File: src/rtl/conv_pkg.sv
// Shared definitions for the convolution operand path: loader states and matrix geometry.
package conv_pkg;

  typedef enum logic [1:0] {
    IDLE  = 2'd0,
    LOAD  = 2'd1,
    CHECK = 2'd2,
    RUN   = 2'd3
  } state_t;

  localparam int unsigned A_ELEMS        = 16;
  localparam int unsigned B_ELEMS        = 9;
  localparam int unsigned FRAME_ELEMS    = A_ELEMS + B_ELEMS;
  localparam int unsigned DEFAULT_DATA_W = 8;

endpackage

File: src/rtl/operand_loader.sv
// Byte-stream front end for the convolution top: assembles A (4x4) and B (3x3), commits, drives run.
// Build option: OPERAND_LOADER_CHECKSUM_EN adds a trailing checksum byte, CHECK state and live error.
module operand_loader
  import conv_pkg::*;
#(
  parameter int unsigned DATA_W   = DEFAULT_DATA_W,
  parameter int unsigned RUN_HOLD = 100
) (
  input  logic                        clk,
  input  logic                        reset,
  input  logic                        in_valid,
  input  logic [DATA_W-1:0]           in_data,
  output logic                        in_ready,
  output logic [A_ELEMS*DATA_W-1:0]   a_mat,
  output logic [B_ELEMS*DATA_W-1:0]   b_mat,
  output logic                        run,
  output logic                        frame_done,
  output logic                        error
);

  localparam logic [4:0] LAST_IDX = 5'(FRAME_ELEMS - 1);
`ifdef OPERAND_LOADER_CHECKSUM_EN
  localparam int unsigned SH_ELEMS = FRAME_ELEMS;
`else
  // Last data byte goes straight from in_data into the commit, so it needs no shadow slot.
  localparam int unsigned SH_ELEMS = FRAME_ELEMS - 1;
`endif

  state_t                          state, state_nx;
  logic [4:0]                      index;
  logic [15:0]                     hold_cnt;
  logic [SH_ELEMS*DATA_W-1:0]      shadow;
  logic [FRAME_ELEMS*DATA_W-1:0]   frame;
  logic                            xfer, last, commit, store;

  assign in_ready   = !reset && (state != RUN);
  assign xfer       = in_valid && in_ready;
  assign last       = (index == LAST_IDX);
  assign run        = (state == RUN);
  assign frame_done = (state == RUN) && (hold_cnt == 16'd1);

`ifdef OPERAND_LOADER_CHECKSUM_EN
  logic [DATA_W-1:0] sum;
  logic              chk_fail;

  assign store = xfer && (state == IDLE || state == LOAD);
  assign frame = shadow;
`else
  assign store = xfer && (state == IDLE || state == LOAD) && !last;
  assign frame = {in_data, shadow};
`endif

  always_ff @(posedge clk or posedge reset) begin
    if (reset) state <= IDLE;
    else       state <= state_nx;
  end

  always_comb begin
    state_nx = state;
    commit   = 1'b0;
`ifdef OPERAND_LOADER_CHECKSUM_EN
    chk_fail = 1'b0;
`endif
    case (state)
      IDLE: if (xfer) state_nx = LOAD;
      LOAD: if (xfer && last) begin
`ifdef OPERAND_LOADER_CHECKSUM_EN
        state_nx = CHECK;
`else
        state_nx = RUN;
        commit   = 1'b1;
`endif
      end
`ifdef OPERAND_LOADER_CHECKSUM_EN
      CHECK: if (xfer) begin
        if (in_data == sum) begin
          state_nx = RUN;
          commit   = 1'b1;
        end else begin
          state_nx = IDLE;
          chk_fail = 1'b1;
        end
      end
`endif
      RUN: if (hold_cnt == 16'd1) state_nx = IDLE;
      default: state_nx = IDLE;
    endcase
  end

  always_ff @(posedge clk or posedge reset) begin
    if (reset) begin
      index    <= '0;
      shadow   <= '0;
      a_mat    <= '0;
      b_mat    <= '0;
      hold_cnt <= '0;
    end else begin
      if (store) shadow[DATA_W*index +: DATA_W] <= in_data;
      if (xfer) begin
        if (state == IDLE)      index <= 5'd1;
        else if (state == LOAD) index <= last ? '0 : index + 5'd1;
      end
      if (commit) begin
        a_mat    <= frame[A_ELEMS*DATA_W-1:0];
        b_mat    <= frame[FRAME_ELEMS*DATA_W-1:A_ELEMS*DATA_W];
        hold_cnt <= 16'(RUN_HOLD);
      end else if (state == RUN) begin
        hold_cnt <= hold_cnt - 16'd1;
      end
    end
  end

`ifdef OPERAND_LOADER_CHECKSUM_EN
  always_ff @(posedge clk or posedge reset) begin
    if (reset) begin
      sum   <= '0;
      error <= 1'b0;
    end else begin
      if (xfer) begin
        case (state)
          IDLE:    sum <= in_data;
          LOAD:    sum <= sum + in_data;
          default: sum <= '0;
        endcase
      end
      if (xfer && state == IDLE) error <= 1'b0;
      else if (chk_fail)         error <= 1'b1;
    end
  end
`else
  assign error = 1'b0;
`endif

endmodule
File: config.mk
export PLATFORM = sky130hd
export DESIGN_NAME = operand_loader
export DESIGN_NICKNAME = d
export VERILOG_FILES = /design/src/rtl/conv_pkg.sv /design/src/rtl/operand_loader.sv
export SDC_FILE = /design/constraint.sdc
export NUM_CORES = 1
export LEC_CHECK = 0
export CAP_MARGIN = 30
export CORE_MARGIN = 5
export CORE_UTILIZATION = 24
export CTS_CLUSTER_SIZE = 24
export DETAILED_ROUTE_END_ITERATION = 7
export SLEW_MARGIN = 10
export SYNTH_ARGS = -nofsm -noshare
export SYNTH_HDL_FRONTEND = slang
export SYNTH_SLANG_ARGS = --single-unit
File: constraint.sdc
create_clock -name clk -period 13.2 [get_ports clk]
set_clock_uncertainty 0.15 [all_clocks]
set_input_delay 1.32 -clock clk [delete_from_list [all_inputs] [get_ports clk]]
set_output_delay 1.32 -clock clk [all_outputs]
set_load 0.005 [all_outputs]
==> results of run 1 <==
==> registers in the layout (all words and copies together) (netlist names) <==
signal / flops
a_mat: 128
b_mat: 72
hold_cnt: 16
index: 5
shadow: 192
state: 2
==> power breakdown <==
group / switching, uW / leakage (uW) / total (uW) / internal [uW]
Clock: 541 / 0.000791 / 1360 / 819
Combinational: 438 / 0.00403 / 817 / 379
Sequential: 177 / 0.00563 / 1730 / 1550
Total: 1160 / 0.0105 / 3900 / 2750
==> kinds of logic after synthesis <==
kind of cell / synth area share
DFF: 0.629
AOI/OAI and AO/OA: 0.0250
muxes: 0.117
buffers and inverters: 0.0238
adders and majority gates: 0.00379
xor gates and xnor gates: 0.00371
other: 0.000227
and+or+nand+nor: 0.198
==> through the flow <==
stage | hold WS [ps] | util | std cells
after floorplan | 282 | - | 1530
after global placement | 293 | 0.285 | 2553
after detailed placement | 294 | 0.287 | 2558
after CTS | 316 | 0.310 | 2643
after global routing | 327 | 0.311 | 2646
final | 310 | 0.311 | 2647
==> Yosys cell counts, drive strengths merged (2+ instances only) <==
cell      n
xnor2     5
nor4     13
dfrtp   415
or2       6
o211ai    2
a21o      9
nand3     9
inv       9
xor2      2
mux2i     4
nand4     3
nor3b     2
nor3     14
nand2   632
o31ai    10
o311ai    2
o21ai    32
and2      9
a21oi     5
nand3b    2
o41ai     3
nor2     49
or4b      3
nor4b     5
or4       4
and3      2
ha        5
or3      11
buf      18
clkbuf   66
nor2b     4
mux2    168
==> worst max path at each step <==
stage	from	to	slack, ps	depth (start not counted)
after CTS	hold_cnt[8]$_DFFE_PP0P_	frame_done	8400	4
after floorplan	reset	a_mat[0]$_DFFE_PP0P_	180	1
after global routing	hold_cnt[8]$_DFFE_PP0P_	frame_done	8340	4
after detailed placement	reset	a_mat[30]$_DFFE_PP0P_	7980	7
after global placement	reset	a_mat[32]$_DFFE_PP0P_	8130	7
final	hold_cnt[8]$_DFFE_PP0P_	frame_done	8570	4
==> cell type report <==
cell class | instances | area share
antenna | 1 | 0.000117
clock buffer | 63 | 0.0633
clock inverter | 22 | 0.0124
inverter | 9 | 0.00194
multi-input combinational | 1022 | 0.270
sequential | 415 | 0.487
tap | 882 | 0.0518
timing repair buffer | 233 | 0.113
==> worst max-delay path, delay by kind of cell, from the launching register on <==
kind | cells | cell delay [ps]
simple gates | 3 | 1660
buf+inv | 1 | 500
flops | 1 | 450
==> per-layer routing <==
metal,track usage,vias up,part of all wire
li1,-,5380,-
met1,0.174,5756,0.46
met2,0.200,237,0.45
met3,0.0295,79,0.052
met4,0.0379,4,0.029
met5,0,-,0.00066
==> impl_metrics.yaml, run 1 <==
floorplanning:
  io_pins: 215
  core_mm2: 0.0685
  die_area_mm2: 0.0742
  die_w_um: 272
  die_h_um: 272
  rows: 96
  start_util: 0.241
sta:
  hold_viol_final: 0
  drv_slew: 0
  relSlewSlack: 0.340
  tns_ps: 0
  fin_crit_sh: 0.351
  finalSetupViolCount: 0
  max_freq_mhz: 216
  finalCriticalPeriod_ps: 4630
  layout_setup_ws_ps: 8570
  rsz0062_at_grt: "false"
  max_slew.worst_pin.slew_ps: 983
flow_run:
  maxCapViolCount: 0
setup_path:
  path_max_fanout: 8
  r2r-start: "index[0]$_DFFE_PP0P_"
  cp_cell_sequence: "or4_1, nor4_1, and2_1, clkdlybuf4s50_1"
  endpoint_kind: "primary output"
  r2r_cells: 10
  critPathKind: "flip-flop to primary output"
  arrival_ps: 3160
  regToRegSetupSlack_ps: 9380
  timing.rr.end: "shadow[135]$_DFFE_PP0P_"
  crit_slowest_cell: "nor4_1"
  critPathLaunchType: "flip-flop"
  slowest_delay_ps: 750
  critical_path_required_ps: 11730
yosys:
  synthFlopType: "dfrtp_1"
  yosys.cell_types.count: 55
  synth_area_leaders: "dfrtp_1 (63%), nand2_1 (14%), mux2_2 (11%), clkbuf_1 (1.5%), nor2_1 (1.1%)"
  synth_top_cell_by_area: "dfrtp_1"
  syn_inst: 1530
  ys_warn_count: 0
  syn_area_mm2: 0.0165
  syn-num-nets: 1546
  syn_area_per_cell_um2: 10.8
  synth_top_area_share: 0.629
  synth_edf_count: 0
  synth-async-reset-ratio: 1.00
  seq_area_frac_synth: 0.629
  ys_ff_latch: 415
route:
  wl_per_cell_um: 17.9
  viasPerCell: 4.33
  routed_wl_um: 47300
  vias: 11456
  dr.pass1.iters: 5
  postRouteAntennaNets: 0
  dr.first_iter.drc_count: 669
  drc_errors: 0
placed_design:
  port_buffers: 213
  placed_area_mm2: 0.0196
  place_ws_ps: 7980
  hpwl_um: 31400
  gp_congestion: 0.765
layout:
  fin_nets: 1745
  drive_gt1_frac: 0.167
  fin_area_mm2: 0.0213
  register_area_mm2: 0.0104
  area_growth_pct: 29.1
  fill_cells: 6911
  multiInputGateArea_mm2: 0.00576
  final_common_cell: "nand2_1"
  final_cell_mix: "nand2_1 (632), dfrtp_1 (415), clkdlybuf4s50_1 (213)"
status:
  outcome: "completed"
power_and_ir_drop:
  ir_drop_mv: 0.0883
  p_leak_uw: 0.0105
  powerDensity_mw_per_mm2: 183
  total_power_uw: 3900
cts:
  clk_latency_ps: 580
  cts_tree: "built"
  cts_buffers: 48
  cts_buffer_depth: 3
  htreeDepth: 2
  root_buffer: "clkbuf_16"
  clk_pin_slew_ps: 60
  ctsHoldBuffers: 0
  post_cts_buffers: 0
  cts_resized: 0
  cts_sinks: 415
grt:
  grt_max_degree: 179
  gr-usage-all-layers: 0.127
  grt_pass1_vias: 12028
  grt_first_pass_wirelength_um: 73300
  grt_antenna_before_repair: 4
  grt_overflow_total: 0
hold_path:
  hold_end: "b_mat[28]$_DFFE_PP0P_"
  holdCritStartpoint: "shadow[156]$_DFFE_PP0P_"
  worstHoldPathType: "flip-flop to flip-flop"
  min_path_cells: 2
No activity file was read; power rests on OpenSTA's default activity.
==> run 2: changes to the inputs <==
==> constraint.sdc (replaced) <==
create_clock -name clk -period 4.8 [get_ports clk]
set_clock_uncertainty 0.15 [all_clocks]
set_input_delay 0.48 -clock clk [delete_from_list [all_inputs] [get_ports clk]]
set_output_delay 0.48 -clock clk [all_outputs]
set_load 0.005 [all_outputs]
==> impl_metrics.yaml, run 2 (synthesized netlist as in run 1, its figures left out) <==
grt:
  gr-usage-all-layers: 0.128
  grt_pass1_vias: 12097
  grt_max_degree: 117
  grt_overflow_total: 0
  grt_first_pass_wirelength_um: 74500
  grt_antenna_before_repair: 5
setup_path:
  timing.rr.end: "shadow[61]$_DFFE_PP0P_"
  cp_cell_sequence: "or4_1, nor4_1, buf_1, and2_1, clkdlybuf4s50_1"
  endpoint_kind: "primary output"
  slowest_delay_ps: 680
  startpoint: "hold_cnt[8]$_DFFE_PP0P_"
  r2r_cells: 10
  path_max_fanout: 8
  regToRegSetupSlack_ps: 1160
  critPathLaunchType: "flip-flop"
  critical_path_required_ps: 4170
  critPathKind: "flip-flop to primary output"
  r2r-start: "index[0]$_DFFE_PP0P_"
  arrival_ps: 3150
  cp-endpoint: "frame_done"
  crit_slowest_cell: "or4_1"
sta:
  drv_slew: 0
  tns_ps: 0
  relSlewSlack: 0.388
  finalSetupViolCount: 0
  rsz0062_at_grt: "false"
  max_freq_mhz: 264
  fin_crit_sh: 0.788
  max_slew.worst_pin.slew_ps: 918
  hold_viol_final: 0
  finalCriticalPeriod_ps: 3780
power_and_ir_drop:
  p_leak_uw: 0.0104
  ir_drop_mv: 0.258
  powerDensity_mw_per_mm2: 503
route:
  dr.pass1.iters: 7
  drc_errors: 0
  dr.first_iter.drc_count: 636
  routed_wl_um: 47700
  wl_per_cell_um: 18.0
  viasPerCell: 4.39
  postRouteAntennaNets: 0
  vias: 11661
layout:
  top_register: "shadow"
  fill_cells: 6900
  fin_area_mm2: 0.0213
  largest_register_ffs: 192
  fin_util: 0.311
  area_growth_pct: 28.8
  reg.largest.list: "shadow x192, a_mat x128, b_mat x72"
  final_cell_mix: "nand2_1 (632), dfrtp_1 (415), clkdlybuf4s50_1 (213)"
  drive_gt1_frac: 0.168
  fin_nets: 1749
  final_common_cell: "nand2_1"
status:
  outcome: "completed"
placed_design:
  port_buffers: 213
  gp_congestion: 0.800
  hpwl_um: 32200
  placed_area_mm2: 0.0196
floorplanning:
  io_pins: 215
  die_w_um: 272
  die_h_um: 272
  rows: 96
  start_util: 0.241
  core_mm2: 0.0685
  die_area_mm2: 0.0742
cts:
  clk_latency_ps: 570
  ctsHoldBuffers: 0
  post_cts_buffers: 0
  htreeDepth: 2
  root_buffer: "clkbuf_16"
  cts_buffers: 47
  cts_tree: "built"
  cts_resized: 0
  clk_pin_slew_ps: 60
  cts_sinks: 415
  cts_buffer_depth: 3
flow_run:
  maxCapViolCount: 0
hold_path:
  worstHoldPathType: "input port to async pin"
==> run 2: layer usage <==
metal	GRT usage	share of wire	vias up
li1	-	-	5388
met1	0.173	0.45	5865
met2	0.203	0.46	316
met3	0.0326	0.058	90
met4	0.0384	0.029	2
met5	0	0.00027	-
==> run 2: layout make-up <==
cell class / instances / area, um^2 / area share
well taps: 882 / 1100 / 0.0519
flip-flops and latches: 415 / 10400 / 0.488
diodes: 4 / 10.0 / 0.000470
multi-input cells: 1022 / 5760 / 0.271
clock inverters: 24 / 304 / 0.0143
repair buffers: 238 / 2390 / 0.112
clock buffers: 60 / 1280 / 0.0604
inverters: 9 / 37.5 / 0.00176
==> run 2: where the power goes <==
group / leakage [uW] / internal (uW) / switching, uW
sequential: 0.00563 / 4260 / 514
combinational: 0.00403 / 1030 / 1220
clock: 0.000759 / 2220 / 1470
==> run 2: worst min path at each step <==
stage / from / to / slack (ps) / cells past startpoint
4_1_cts: shadow[133]$_DFFE_PP0P_ / b_mat[5]$_DFFE_PP0P_ / 310 / 2
3_3_place_gp: shadow[103]$_DFFE_PP0P_ / a_mat[103]$_DFFE_PP0P_ / 290 / 2
6_report: reset / index[2]$_DFFE_PP0P_ / 310 / 2
3_5_place_dp: shadow[51]$_DFFE_PP0P_ / a_mat[51]$_DFFE_PP0P_ / 300 / 2
5_1_grt: reset / index[2]$_DFFE_PP0P_ / 310 / 2
2_1_floorplan: shadow[160]$_DFFE_PP0P_ / b_mat[32]$_DFFE_PP0P_ / 280 / 2
==> run 2: critical path, delay by kind of cell, from the launching register on <==
family	cells	cell delay [ps]
buf+inv	2	690
flops	1	450
simple gates	3	1450
==> run 2: metrics by stage <==
stage | instances | worst slack (ps) | hold WS [ps] | total power, uW
5_1_grt | 2650 | 775 | 308 | 11300
2_1_floorplan | 1530 | -1430 | 282 | 6050
3_5_place_dp | 2564 | 1000 | 299 | 7120
3_3_place_gp | 2562 | 1090 | 294 | 7020
6_report | 2654 | 1020 | 313 | 10700
4_1_cts | 2648 | 899 | 314 | 10900
==> run 3: changes to the inputs <==
==> constraint.sdc (replaced) <==
create_clock -name clk -period 3.95 [get_ports clk]
set_clock_uncertainty 0.15 [all_clocks]
set_input_delay 0.395 -clock clk [delete_from_list [all_inputs] [get_ports clk]]
set_output_delay 0.395 -clock clk [all_outputs]
set_load 0.005 [all_outputs]
==> impl_metrics.yaml, run 3 (synthesized netlist as in run 1, its figures left out) <==
grt:
  grt_overflow_total: 0
  grt_pass1_vias: 12221
  grt_antenna_before_repair: 4
  grt_max_degree: 98
  grt_first_pass_wirelength_um: 74500
  gr-usage-all-layers: 0.128
sta:
  finalSetupViolCount: 0
  rsz0062_at_grt: "false"
  finalCriticalPeriod_ps: 3610
  layout_setup_ws_ps: 340
  fin_crit_sh: 0.914
  drv_slew: 0
  relSlewSlack: 0.429
  max_freq_mhz: 277
  max_slew.worst_pin.slew_ps: 857
  hold_viol_final: 0
route:
  routed_wl_um: 48400
  viasPerCell: 4.34
  vias: 11567
  postRouteAntennaNets: 0
  wl_per_cell_um: 18.1
  drc_errors: 0
  dr.pass1.iters: 6
  dr.first_iter.drc_count: 604
status:
  outcome: "completed"
layout:
  top_register: "shadow"
  final_cell_mix: "nand2_1 (632), dfrtp_1 (415), clkdlybuf4s50_1 (213)"
  drive_gt1_frac: 0.173
  reg.largest.list: "shadow x192, a_mat x128, b_mat x72"
  fin_nets: 1762
  largest_register_ffs: 192
  final_common_cell: "nand2_1"
  area_growth_pct: 29.7
floorplanning:
  die_w_um: 272
  start_util: 0.241
  core_mm2: 0.0685
  die_h_um: 272
  die_area_mm2: 0.0742
  io_pins: 215
  rows: 96
cts:
  root_buffer: "clkbuf_16"
  post_cts_buffers: 0
  htreeDepth: 2
  clk_pin_slew_ps: 60
  cts_buffers: 48
  cts_resized: 0
  cts_sinks: 415
  cts_tree: "built"
  ctsHoldBuffers: 0
  cts_buffer_depth: 3
  clk_latency_ps: 570
power_and_ir_drop:
  ir_drop_mv: 0.270
  p_leak_uw: 0.0105
  powerDensity_mw_per_mm2: 606
  total_power_uw: 13000
setup_path:
  critPathKind: "flip-flop to flip-flop"
  critPathLaunchType: "flip-flop"
  endpoint_kind: "flip-flop"
  path_max_fanout: 15
  arrival_ps: 3900
  critical_path_required_ps: 4240
placed_design:
  port_buffers: 213
  gp_congestion: 0.790
  hpwl_um: 33100
  place_ws_ps: 379
flow_run:
  maxCapViolCount: 0
hold_path:
  worstHoldPathType: "input port to async pin"
-- run 3: cell count changes in the layout (fill, tap and decap cells not counted), moves of 2 or more --
cell,change
clkinvlp_4,-6
clkbuf_1,+4
buf_12,+2
clkinv_4,+3
buf_4,+8
bufinv_16,-3
clkbuf_8,+4
buf_8,+3
-- run 3: final timing paths --
| check | startpoint | end | slack, ps | cells after the start |
|---|---|---|---|---|
| worst min register to register | shadow[48]$_DFFE_PP0P_ | a_mat[48]$_DFFE_PP0P_ | 310 | 2 |
| worst max register to register | index[0]$_DFFE_PP0P_ | shadow[137]$_DFFE_PP0P_ | 340 | 8 |
| worst max-delay path | index[0]$_DFFE_PP0P_ | shadow[137]$_DFFE_PP0P_ | 340 | 8 |
| min in group clk | shadow[48]$_DFFE_PP0P_ | a_mat[48]$_DFFE_PP0P_ | 310 | 2 |
| worst min-delay path | reset | index[4]$_DFFE_PP0P_ | 130 | 3 |
| max in group asynchronous | reset | shadow[137]$_DFFE_PP0P_ | 2460 | 5 |
-- run 3: critical path, stage by stage, from the launching register on --
cell and delay, ps:
dfrtp_1 540, inv_1 120, ha_1 300, inv_1 150
nor3_1 60, ha_1 460, or3_1 730, or3_1 640
mux2_2 330
-- run 3: metrics by stage --
stage | utilization | cells | hold WS (ps) | setup TNS (ps) | area (um^2)
floorplan | - | 1530 | 282 | -909090 | 16500
CTS | 0.313 | 2665 | 90.8 | 0 | 21400
global route | 0.313 | 2666 | 109 | 0 | 21400
global placement | 0.288 | 2573 | 296 | 0 | 19700
finish | 0.313 | 2668 | 127 | 0 | 21400
detailed placement | 0.290 | 2578 | 300 | 0 | 19800
-- run 3: per-layer routing --
layer / wire length, um / track usage / vias up
met5: 13 / 0 / -
met4: 1100 / 0.0384 / 2
met3: 2740 / 0.0313 / 69
met2: 22700 / 0.207 / 290
met1: 21800 / 0.172 / 5801
li1: - / - / 5405
-- run 3: final cells by class --
class                           count  area (um^2)
Clock buffer                       69         1380
Timing Repair Buffer              250         2550
Fill cell                        6915        47000
Inverter                            9         37.5
Multi-Input combinational cell   1022         5760
Sequential cell                   415        10400
Tap cell                          882         1100
Clock inverter                     18          203
Antenna cell                        3         7.51
-- run 3: power breakdown --
group,internal (uW),switching [uW],total [uW]
combinational,1280,1520,2800
sequential,5180,601,5780
clock,2630,1780,4410
